File: config.mk
export PLATFORM = sky130hd
export DESIGN_NAME = fetch_sequencer
export DESIGN_NICKNAME = d
export VERILOG_FILES = /design/src/rtl/fetch_sequencer.sv
export SDC_FILE = /design/constraint.sdc
export NUM_CORES = 1
export LEC_CHECK = 0
export ABC_AREA = 1
export CAP_MARGIN = 40
export CORE_MARGIN = 3
export CORE_UTILIZATION = 50
export CTS_BUF_LIST = sky130_fd_sc_hd__clkbuf_8
export CTS_CLUSTER_SIZE = 8
export DETAILED_ROUTE_END_ITERATION = 10
export PLACE_DENSITY = 0.91
export SLEW_MARGIN = 20
export SYNTH_ARGS = -nofsm -noshare
export SYNTH_HDL_FRONTEND = slang
export SYNTH_SLANG_ARGS = --single-unit
File: constraint.sdc
create_clock -name clk -period 3.6 [get_ports clk]
set_input_delay 0.72 -clock clk [delete_from_list [all_inputs] [get_ports clk]]
set_output_delay 0.72 -clock clk [all_outputs]
set_load 0.01 [all_outputs]
File: src/rtl/fetch_sequencer.sv
// Instruction fetch sequencer: requests an instruction at pc_in, waits for the
// memory response, issues it downstream and steers the external PC block.
//
// state | meaning
// IDLE  | inactive after reset, waits for start
// REQ   | memory request at pc_in, waits for grant
// WAIT  | granted, waits for rvalid (bounded by TIMEOUT)
// ISSUE | instruction presented downstream, PC update on accept
// HALT  | stopped by halt instruction or timeout, waits for start/redirect
module fetch_sequencer #(
    parameter int unsigned TIMEOUT = 15
) (
    input  logic        clk,
    input  logic        reset,
    input  logic        start,
    input  logic [7:0]  pc_in,
    output logic        pc_enable,
    output logic        pc_load,
    output logic [7:0]  pc_load_value,
    output logic [2:0]  pc_step_size,
    output logic        imem_req,
    output logic [7:0]  imem_addr,
    input  logic        imem_gnt,
    input  logic        imem_rvalid,
    input  logic [15:0] imem_rdata,
    output logic        instr_valid,
    output logic [15:0] instr_data,
    output logic [7:0]  instr_pc,
    input  logic        instr_ready,
    input  logic        redirect,
    input  logic [7:0]  redirect_target,
    output logic        busy,
    output logic        err
);

    typedef enum logic [2:0] {
        S_IDLE  = 3'd0,
        S_REQ   = 3'd1,
        S_WAIT  = 3'd2,
        S_ISSUE = 3'd3,
        S_HALT  = 3'd4
    } state_t;

    localparam logic [7:0] WAIT_LAST = 8'(TIMEOUT - 1);

    state_t      state_q, state_d;
    logic [7:0]  wait_cnt_q, wait_cnt_d;
    logic        drop_q, drop_d;
    logic [7:0]  tgt_q, tgt_d;
    logic [15:0] instr_data_q, instr_data_d;
    logic [7:0]  instr_pc_q, instr_pc_d;
    logic        err_q, err_d;

    logic [1:0]  op;
    logic [2:0]  step_field;
    logic        drop_now;
    logic [7:0]  drop_tgt;

    assign op         = instr_data_q[15:14];
    assign step_field = instr_data_q[13:11];
    // A redirect arriving in the same cycle as rvalid still discards the response.
    assign drop_now   = drop_q | redirect;
    assign drop_tgt   = redirect ? redirect_target : tgt_q;

    always_ff @(posedge clk or posedge reset) begin
        if (reset) begin
            state_q      <= S_IDLE;
            wait_cnt_q   <= 8'd0;
            drop_q       <= 1'b0;
            tgt_q        <= 8'd0;
            instr_data_q <= 16'd0;
            instr_pc_q   <= 8'd0;
            err_q        <= 1'b0;
        end else begin
            state_q      <= state_d;
            wait_cnt_q   <= wait_cnt_d;
            drop_q       <= drop_d;
            tgt_q        <= tgt_d;
            instr_data_q <= instr_data_d;
            instr_pc_q   <= instr_pc_d;
            err_q        <= err_d;
        end
    end

    always_comb begin
        state_d      = state_q;
        wait_cnt_d   = wait_cnt_q;
        drop_d       = drop_q;
        tgt_d        = tgt_q;
        instr_data_d = instr_data_q;
        instr_pc_d   = instr_pc_q;
        err_d        = err_q;
        case (state_q)
            S_IDLE: begin
                if (start) state_d = S_REQ;
            end
            S_REQ: begin
                if (imem_gnt) begin
                    state_d    = S_WAIT;
                    wait_cnt_d = 8'd0;
                    if (redirect) begin
                        drop_d = 1'b1;
                        tgt_d  = redirect_target;
                    end
                end
            end
            S_WAIT: begin
                wait_cnt_d = wait_cnt_q + 8'd1;
                if (redirect) begin
                    drop_d = 1'b1;
                    tgt_d  = redirect_target;
                end
                if (imem_rvalid) begin
                    if (drop_now) begin
                        drop_d  = 1'b0;
                        state_d = S_REQ;
                    end else begin
                        instr_data_d = imem_rdata;
                        instr_pc_d   = pc_in;
                        state_d      = S_ISSUE;
                    end
                end else if (wait_cnt_q == WAIT_LAST) begin
                    err_d   = 1'b1;
                    drop_d  = 1'b0;
                    state_d = S_HALT;
                end
            end
            S_ISSUE: begin
                if (redirect) state_d = S_REQ;
                else if (instr_ready) state_d = (op == 2'b11) ? S_HALT : S_REQ;
            end
            S_HALT: begin
                if (redirect) begin
                    state_d = S_REQ;
                end else if (start) begin
                    state_d = S_REQ;
                    err_d   = 1'b0;
                end
            end
            default: state_d = S_IDLE;
        endcase
    end

    always_comb begin
        pc_enable     = 1'b0;
        pc_load       = 1'b0;
        pc_load_value = 8'd0;
        pc_step_size  = 3'd0;
        imem_req      = 1'b0;
        imem_addr     = 8'd0;
        instr_valid   = 1'b0;
        case (state_q)
            S_REQ: begin
                imem_req  = 1'b1;
                imem_addr = pc_in;
                if (redirect && !imem_gnt) begin
                    pc_enable     = 1'b1;
                    pc_load       = 1'b1;
                    pc_load_value = redirect_target;
                end
            end
            S_WAIT: begin
                if (imem_rvalid && drop_now) begin
                    pc_enable     = 1'b1;
                    pc_load       = 1'b1;
                    pc_load_value = drop_tgt;
                end
            end
            S_ISSUE: begin
                instr_valid = 1'b1;
                if (redirect) begin
                    pc_enable     = 1'b1;
                    pc_load       = 1'b1;
                    pc_load_value = redirect_target;
                end else if (instr_ready && op != 2'b11) begin
                    pc_enable = 1'b1;
                    if (op == 2'b10) begin
                        pc_load       = 1'b1;
                        pc_load_value = instr_data_q[7:0];
                    end else if (op == 2'b01) begin
                        pc_step_size = 3'd2;
                    end else begin
                        pc_step_size = (step_field == 3'd0) ? 3'd1 : step_field;
                    end
                end
            end
            S_HALT: begin
                if (redirect) begin
                    pc_enable     = 1'b1;
                    pc_load       = 1'b1;
                    pc_load_value = redirect_target;
                end
            end
            default: ;
        endcase
    end

    assign busy       = (state_q == S_REQ) || (state_q == S_WAIT) || (state_q == S_ISSUE);
    assign err        = err_q;
    assign instr_data = instr_data_q;
    assign instr_pc   = instr_pc_q;

endmodule
Yosys cells after proc, flatten, opt, wreduce, memory -nomap -nowiden
Cells that the tools add are included.
{"block": "word_totals", "reg_bits": 45, "latch_bits": 0, "ramBits": 0, "mem_bits_ro": 0, "input_bits": 39, "out_inout_bits": 49, "wordCells": 92, "n_memories": 0}
{"block": "classes", "n_addsub": 1, "multipliers": 0, "div_mod_pow": 0, "n_lt_le_gt_ge": 0, "n_eq_ne": 16, "n_shift": 0, "n_mux": 52, "n_bitwise": 2, "n_reduce_logical": 14}
{"cell": "$mux W8", "n": 10}
{"cell": "$mux W3", "n": 14}
{"cell": "$pmux W8 S2", "n": 2}
{"cell": "$pmux W8 S4", "n": 1}
{"cell": "$mux W1", "n": 19}
{"cell": "$pmux W3 S5", "n": 1}
{"cell": "$ne A2 B2 Y1 const B", "n": 6}
{"cell": "$add A8 B1 Y8 const B", "n": 1}
{"cell": "$eq A8 B4 Y1 const B", "n": 1}
{"cell": "$pmux W1 S4", "n": 2}
{"cell": "$eq A3 B2 Y1 const B", "n": 2}
{"cell": "$logic_not A3 Y1", "n": 2}
{"cell": "$ne A3 B3 Y1 const B", "n": 2}
{"cell": "$reduce_and A3 Y1", "n": 2}
{"cell": "$reduce_and A5 Y1", "n": 1}
{"cell": "$eq A2 B2 Y1 const B", "n": 2}
{"cell": "$pmux W1 S2", "n": 2}
{"cell": "$reduce_bool A2 Y1", "n": 2}
{"cell": "$eq A3 B1 Y1 const B", "n": 1}
{"cell": "$eq A3 B3 Y1 const B", "n": 1}
{"cell": "$logic_and A1 B1 Y1", "n": 3}
{"cell": "$eq A2 B1 Y1 const B", "n": 1}
{"cell": "$logic_or A1 B1 Y1", "n": 2}
{"cell": "$mux W2", "n": 1}
{"cell": "4 further kinds", "n": 4}

Depth between registers and ports, before layout
Gate-level depths: netlist of the first run.
{"block": "depth", "word_depth": 7, "mapped_depth": 9, "depth_no_buf": 9}

Worst setup path after synthesis of the first run
Ideal clock, no wire load.
{"block": "synth_path", "kind": "in2out", "start": "input port redirect", "end": "output port pc_load_value[3]", "t_arrival_ns": 1.623, "slack_ns": 1.257, "path_stages": 7, "path_cell_list": "buf_2 inv_1 buf_2 nor2_1 a21oi_1 nand2_1 nand3_1"}
{"block": "synth_via", "elab_chain_cells": 4}
{"item": "start, declared", "line": "30", "text": "input logic redirect,"}
{"item": "$or A1 B1 Y1", "line": "62", "text": "assign drop_now = drop_q | redirect;"}
{"item": "$logic_and A1 B1 Y1", "line": "163", "text": "if (imem_rvalid && drop_now) begin"}
{"item": "$mux W8", "line": "163"}
{"item": "$pmux W8 S4 *", "line": "152", "text": "case (state_q)"}
{"item": "end, declared", "line": "19", "text": "output logic [7:0] pc_load_value,"}
Every way passes the cells marked *; elsewhere a longest branch is shown, timed or not.

Worst setup path after layout of the first run
{"block": "layout_path", "start": "input port redirect", "end": "output port pc_enable"}
{"block": "layout_via", "elab_chain_cells": 4}
{"item": "$or A1 B1 Y1", "line": "62"}
{"item": "$logic_and A1 B1 Y1", "line": "163"}
{"item": "$mux W1", "line": "163"}
{"item": "$pmux W1 S4 *", "line": "152"}
{"item": "end, declared", "line": "17", "text": "output logic pc_enable,"}
Marked as above.

==> out/results.txt, run 1 <==
Status - completed
Area of the multi-input gates - 0.001161 mm^2
Gr usage total - 0.2474
Distinct cells, synth - 29
EDFF count, synth - 0
Commonest non-fill, non-tap cells in the layout - 105 x nand2_1, 87 x clkdlybuf4s50_1, 45 x nor2_1, 45 x dfrtp_1, 43 x inv_1
Crit start category - primary input
Reg-to-reg startpoint - state_q[2]
Detail Placement HPWL - 5300 um
Register area - 0.001126 mm^2
Post-synthesis average cell area - 7.200 um^2
Clk pin slew, worst setup/hold paths - 0.08 ns
Gr ovfl total - 0
Least-Margin Pin Slew - 0.5273 ns
Layout Nets - 481
Max cap viols - 0
# Post-CTS Setup Buffers - 0
Iter 0 DRT Violations - 185
Ys Warns - 0
Required @ worst endpoint - 2.88 ns
Routed Antenna Nets - 0
Fillers - 357
Area contributors post-synth - dfrtp_1 45%, nand2_1 16%, nor2_1 6.7%
Post-Synthesis Cells - 350
Seq/Total Area, Yosys - 0.4469
Area Growth Syn to Fin - 42.25%
Cell taking the most area after synthesis - dfrtp_1
Rows - 25
Peak VDD IR - 0.0004209 V
Reg-to-reg endpoint - instr_pc[2]
Initial antenna violation count - 0
Lkg Pwr - 1.674 nW
Worst hold start - instr_data[8]
Initial Util - 0.5265
DRC violations left - 0
CTS tree - done
Final Wtd Congestion - 0.9042
Diode count - 0
CP Class - primary input to output pin
Tcrit/Tclk final - 0.9314
Achievable Freq - 298.2 MHz
Num CTS Buffers - 5
Post-synthesis cell area - 0.002520 mm^2
R2R setup slack - 1.76 ns
First-pass GRT wire length - 11850 um
Highest metal used - met4
Final setup vio count - 0
First drt pass iteration count - 4
Total Neg Setup Slack - 0 ns
Clock Skews - 0.003430 ns
Critical path peak fanout - 10
Routed vias - 2586
Async S/R FF share, synth - 1.000
Num Clock Sinks - 45
Clk_lat worst skew - 0.30 ns
CTS max path bufs - 2
Hold Path Depth - 2
Top_reg_cell synth - dfrtp_1
Crit path DAT - 2.63 ns
Max-slew violations - 0
Boundary Pins - 88
Post-Route M1 WL - 2918 um
DR vias/cell - 5.091
Most common cell after layout, fill and taps aside - nand2_1
Yosys reg bits - 45
Die height - 76.99 um
Core ar. - 0.004786 mm^2
Htree depth - 2
Met2 Routed Length - 3409 um
Final count of hold timing violations - 0
Hold crit path type - register to register
Post-Syn Nets - 391
Slew HR - 0.6476
Die span in x - 76.99 um
Resize count post-CTS - 0
Post-synth top area share - 0.4469
Final worst slack - 0.2471 ns
Metal3 WL - 591 um
Tmin final - 3.353 ns
CP endpoint kind - output pin
Vias in the first global route - 2621
Clock root buffer - clkbuf_8
RSZ-0062 raised after global routing - no
Post-CTS Hold Fix Bufs - 0
Power Density - 724.8 mW/mm^2
Worst R2R Path Depth - 6
Worst hold endpoint - instr_data[8]
Die area - 0.005927 mm^2
Drt total wl - 6997 um
PortBufs - 87
Largest net degree at the start of global routing - 28
Share of layout cells above drive strength 1 - 0.06576
Post-Place Setup Slack - 0.2734 ns
Wire length per cell - 13.77 um
critical path, stage by stage:
cell	delay [ns]
clkdlybuf4s50_1	0.42
buf_4	0.18
or2_2	0.33
nand2_1	0.12
nor2_4	0.08
nor2_1	0.17
nand3_1	0.10
clkdlybuf4s50_1	0.51
cell type report:
class	instances	area share
clock inverters	2	0.009424
clock buffers	6	0.02304
well taps	67	0.02339
multi-input cells	249	0.3239
repair buffers	92	0.2569
inverters	47	0.04921
flip-flops and latches	45	0.3141
cell families after synthesis:
group,after synthesis,share of synthesized area
adders and majority gates,2,0.009929
buffers and inverters,56,0.09235
AOI/OAI and AO/OA,55,0.1177
DFF,45,0.4469
and+or+nand+nor,192,0.3332
per-stage QoR:
| stage | utilization | cells | hold slack (ns) | area, um^2 | total power [W] |
|---|---|---|---|---|---|
| final | 0.7490 | 508 | 0.4969 | 3585 | 0.002598 |
| after global routing | 0.7490 | 508 | 0.5104 | 3585 | 0.002781 |
| after CTS | 0.7490 | 508 | 0.4951 | 3585 | 0.002597 |
| after detailed placement | 0.7247 | 500 | 0.4749 | 3468 | 0.002190 |
| after global placement | 0.7205 | 499 | 0.4632 | 3448 | 0.002140 |
| after floorplan | - | 350 | 0.4514 | 2520 | 0.001556 |
cell usage after synthesis, types with 3 or more instances:
cell type / instances
buf_2: 6
nand2_2: 4
nand3_1: 23
o21ai_0: 28
inv_2: 4
inv_1: 43
dfrtp_1: 45
nand3b_1: 3
nor2_1: 45
a21oi_1: 11
nand2_1: 105
o21ai_1: 11
power by group:
| part | leakage, nW | switching, W | total, W | internal [W] |
|---|---|---|---|---|
| combinational | 1.05 | 0.000683 | 0.00129 | 0.000611 |
| clock | 0.0626 | 0.000178 | 0.000402 | 0.000224 |
| sequential | 0.564 | 0.000177 | 0.000902 | 0.000724 |
| total | 1.67 | 0.00104 | 0.00260 | 0.00156 |
worst max path at each step:
stage,endpoint,cells after the start,slack [ns],start
6_report,pc_enable,8,0.25,redirect
3_5_place_dp,pc_load,8,0.27,redirect
3_3_place_gp,pc_load,8,0.31,redirect
2_1_floorplan,pc_load_value[3],7,1.26,redirect
4_1_cts,pc_load,8,0.26,redirect
5_1_grt,pc_enable,8,0.15,redirect
flip-flops by register name, summed over array words and instances, names as in the netlist:
| register | count |
|---|---|
| tgt_q | 8 |
| state_q | 3 |
| wait_cnt_q | 8 |
| instr_pc | 8 |
| instr_data | 16 |
| drop_q | 1 |
| err | 1 |
routing by layer:
metal / vias up / global-route usage
met5: - / 0
met1: 1199 / 0.2967
met3: 7 / 0.07629
li1: 1277 / -
met2: 103 / 0.4251
met4: 0 / 0.07651
Note: power is estimated with default switching activity, not from simulation.
==> run 2, diff against run 1 <==
--- a/config.mk
+++ b/config.mk
@@ -10,6 +10,7 @@
 export CORE_MARGIN = 3
 export CORE_UTILIZATION = 50
 export CTS_BUF_LIST = sky130_fd_sc_hd__clkbuf_8
+export CTS_CLUSTER_DIAMETER = 200
 export CTS_CLUSTER_SIZE = 8
 export DETAILED_ROUTE_END_ITERATION = 10
 export PLACE_DENSITY = 0.91
==> results of run 2 <==
Same layout as run 1: the final DEF is identical, and so are final timing and power.
==> run 3, diff against run 2 <==
--- a/config.mk
+++ b/config.mk
@@ -9,12 +9,12 @@
 export CAP_MARGIN = 40
 export CORE_MARGIN = 3
 export CORE_UTILIZATION = 50
-export CTS_BUF_LIST = sky130_fd_sc_hd__clkbuf_8
+export CTS_BUF_LIST = sky130_fd_sc_hd__clkbuf_2 sky130_fd_sc_hd__clkbuf_4 sky130_fd_sc_hd__clkbuf_8
 export CTS_CLUSTER_DIAMETER = 200
 export CTS_CLUSTER_SIZE = 8
 export DETAILED_ROUTE_END_ITERATION = 10
 export PLACE_DENSITY = 0.91
-export SLEW_MARGIN = 20
+export SLEW_MARGIN = 25
 export SYNTH_ARGS = -nofsm -noshare
 export SYNTH_HDL_FRONTEND = slang
 export SYNTH_SLANG_ARGS = --single-unit
==> run 3 against run 2 <==
Against the previous run: power increased by 0.37%; sequential cell count stayed put; combinational power is essentially flat; sequential share of layout area about the same; sequential power about the same; clock power grew 2%; count of clock-buffer cells in the layout rose by 1; cell count stayed put; via count fell by 0.12%; first-iteration DRC count decreased by 0.54%; worst hold slack worse by 0.00097 ns; critical path type unchanged; largest cell class unchanged.
==> out/results.txt, run 3 (synthesis results as in run 1) <==
CP endpoint - pc_enable
Switching share of power - 0.3980 (-0.001775)
Largest net degree at the start of global routing - 28 (unchanged)
Worst R2R Path Depth - 6 (unchanged)
Hold crit path type - register to register
Diode count - 0 (unchanged)
Crit path DAT - 2.63 ns (about the same)
Least-Margin Pin Slew - 0.5275 ns (+0.0001847 ns)
Die span in x - 76.99 um (unchanged)
Num CTS Buffers - 5 (unchanged)
Slew HR - 0.6475 (about the same)
R2R setup slack - 1.75 ns (about the same)
CTS tree - done
Worst-path cell chain - clkdlybuf4s50_1 > buf_4 > or2_2 > nand2_1 > nor2_4 > nor2_1 > nand3_1 > clkdlybuf4s50_1
Htree depth - 2 (unchanged)
Max reg flops - 16 (unchanged)
Critical path peak fanout - 10 (unchanged)
Status - completed
Resize count post-CTS - 0 (unchanged)
Lkg Pwr - 1.673 nW (about the same)
Reg-to-reg endpoint - instr_pc[2]
Commonest non-fill, non-tap cells in the layout - 105 x nand2_1, 87 x clkdlybuf4s50_1, 45 x nor2_1, 45 x dfrtp_1, 42 x inv_1
Area Growth Syn to Fin - 42.40%
Routed vias - 2583 (-0.12%)
Placed insts - 500 (unchanged)
DRC violations left - 0 (unchanged)
Boundary Pins - 88 (unchanged)
First-pass GRT wire length - 11850 um (unchanged)
Psw - 0.001038 W (about the same)
Met2 Use GR - 0.4251 (unchanged)
Peak VDD IR - 0.0004203 V (-0.14%)
Clk_lat worst skew - 0.30 ns (about the same)
CP peak stage delay - 0.51 ns (about the same)
Post-CTS Hold Fix Bufs - 0 (unchanged)
Clock root buffer - clkbuf_8
Power Density - 726.7 mW/mm^2 (+0.26%)
Gr ovfl total - 0 (unchanged)
Most used cell along the critical path - clkdlybuf4s50_1
Cell internal pwr - 0.001570 W (+0.66%)
Initial antenna violation count - 0 (unchanged)
PortBufs - 87 (unchanged)
CTS max path bufs - 2 (unchanged)
RSZ-0062 raised after global routing - no
Setup crit start - redirect
Vias in the first global route - 2621 (unchanged)
Share of layout cells above drive strength 1 - 0.06803 (+0.002268)
Final setup vio count - 0 (unchanged)
Max-slew violations - 0 (unchanged)
CP bufs+invs - 3 (unchanged)
Clock Skews - 0.003230 ns (-0.0001993 ns)
Core ar. - 0.004786 mm^2 (unchanged)
Critical path's top delay family - buffers and inverters
Slowest cell on crit path - clkdlybuf4s50_1
DR vias/cell - 5.085 (-0.12%)
Die area - 0.005927 mm^2 (unchanged)
Clock share of power - 0.158 (+0.003)
Total Neg Setup Slack - 0 ns (unchanged)
Initial Util - 0.5265 (unchanged)
Reg-to-reg startpoint - state_q[2]
Reg power frac - 0.346 (about the same)
Final count of hold timing violations - 0 (unchanged)
Routing usage on met3 - 0.07629 (unchanged)
CP endpoint kind - output pin
Clk pin slew, worst setup/hold paths - 0.08 ns (about the same)
Comb power frac - 0.496 (-0.002)
Iter 0 DRT Violations - 184 (-0.54%)
Crit start category - primary input
Die height - 76.99 um (unchanged)
Wire length per cell - 13.77 um (unchanged)
Achievable Freq - 298.2 MHz (about the same)
Gr usage total - 0.2474 (unchanged)
Rows - 25 (unchanged)
Most common cell after layout, fill and taps aside - nand2_1
Non-filler cells, final - 508 (unchanged)
GRT met1 Usage - 0.2967 (unchanged)
Num Clock Sinks - 45 (unchanged)
First drt pass iteration count - 4 (unchanged)
Detail Placement HPWL - 5300 um (unchanged)
CP Class - primary input to output pin
Max cap viols - 0 (unchanged)
Routed Antenna Nets - 0 (unchanged)
Stages on the worst setup path - 8 (unchanged)
WHS - 0.4959 ns (-0.0009730 ns)
Final Wtd Congestion - 0.9042 (unchanged)
GRT busiest layer - met2
Tcrit/Tclk final - 0.9314 (about the same)
Required @ worst endpoint - 2.88 ns (about the same)
Tmin final - 3.353 ns (+0.00006100 ns)
Drt total wl - 6997 um (unchanged)
Fin util - 0.7498 (+0.0007840)
# Post-CTS Setup Buffers - 0 (unchanged)
Layout Nets - 481 (unchanged)
## run 3: cell type report
cell class                 instances  area, um^2
tap                               67       83.83
clock inverter                     1       30.03
fill                             355        1197
multi-input combinational        249        1161
sequential                        45        1126
timing repair buffer              92       920.9
inverter                          47       176.4
clock buffer                       7       90.09
## run 3: worst min-delay path by stage
| stage | from | slack, ns | end | depth (start not counted) |
|---|---|---|---|---|
| final | instr_data[8] | 0.50 | instr_data[8] | 2 |
| after global routing | instr_data[8] | 0.51 | instr_data[8] | 2 |
| after CTS | instr_data[8] | 0.50 | instr_data[8] | 2 |
| after detailed placement | instr_data[8] | 0.47 | instr_data[8] | 2 |
| after global placement | instr_data[10] | 0.46 | instr_data[10] | 2 |
| after floorplan | drop_q | 0.45 | drop_q | 2 |
## run 3: power groups by stage
stage / clock network (W) / logic (W) / registers (W)
floorplan: 0 / 0.000628 / 0.000928
global placement: 0 / 0.00125 / 0.000893
detailed placement: 0 / 0.00129 / 0.000903
CTS: 0.000411 / 0.00130 / 0.000897
global route: 0.000430 / 0.00143 / 0.000928
finish: 0.000412 / 0.00129 / 0.000901
## run 3: tightest hold or removal path: cells and delay by family (launching register included)
family           cells  cell delay [ns]
AND/OR/NAND/NOR      2             0.11
flip-flops           1             0.36
## run 3: per-layer routing
metal,vias up,part of all wire,routed length [um]
met1,1202,0.42,2934
met3,5,0.084,586
met4,0,0.010,71
met2,99,0.49,3404
met5,-,0,0
li1,1277,-,-
## run 3: through the flow
step,setup WS [ns],cell area (um^2),total power (W)
final,0.2470,3588,0.002608
after global routing,0.1542,3588,0.002792
after CTS,0.2602,3588,0.002607
after detailed placement,0.2734,3468,0.002190
after global placement,0.3072,3448,0.002140
after floorplan,1.257,2520,0.001556
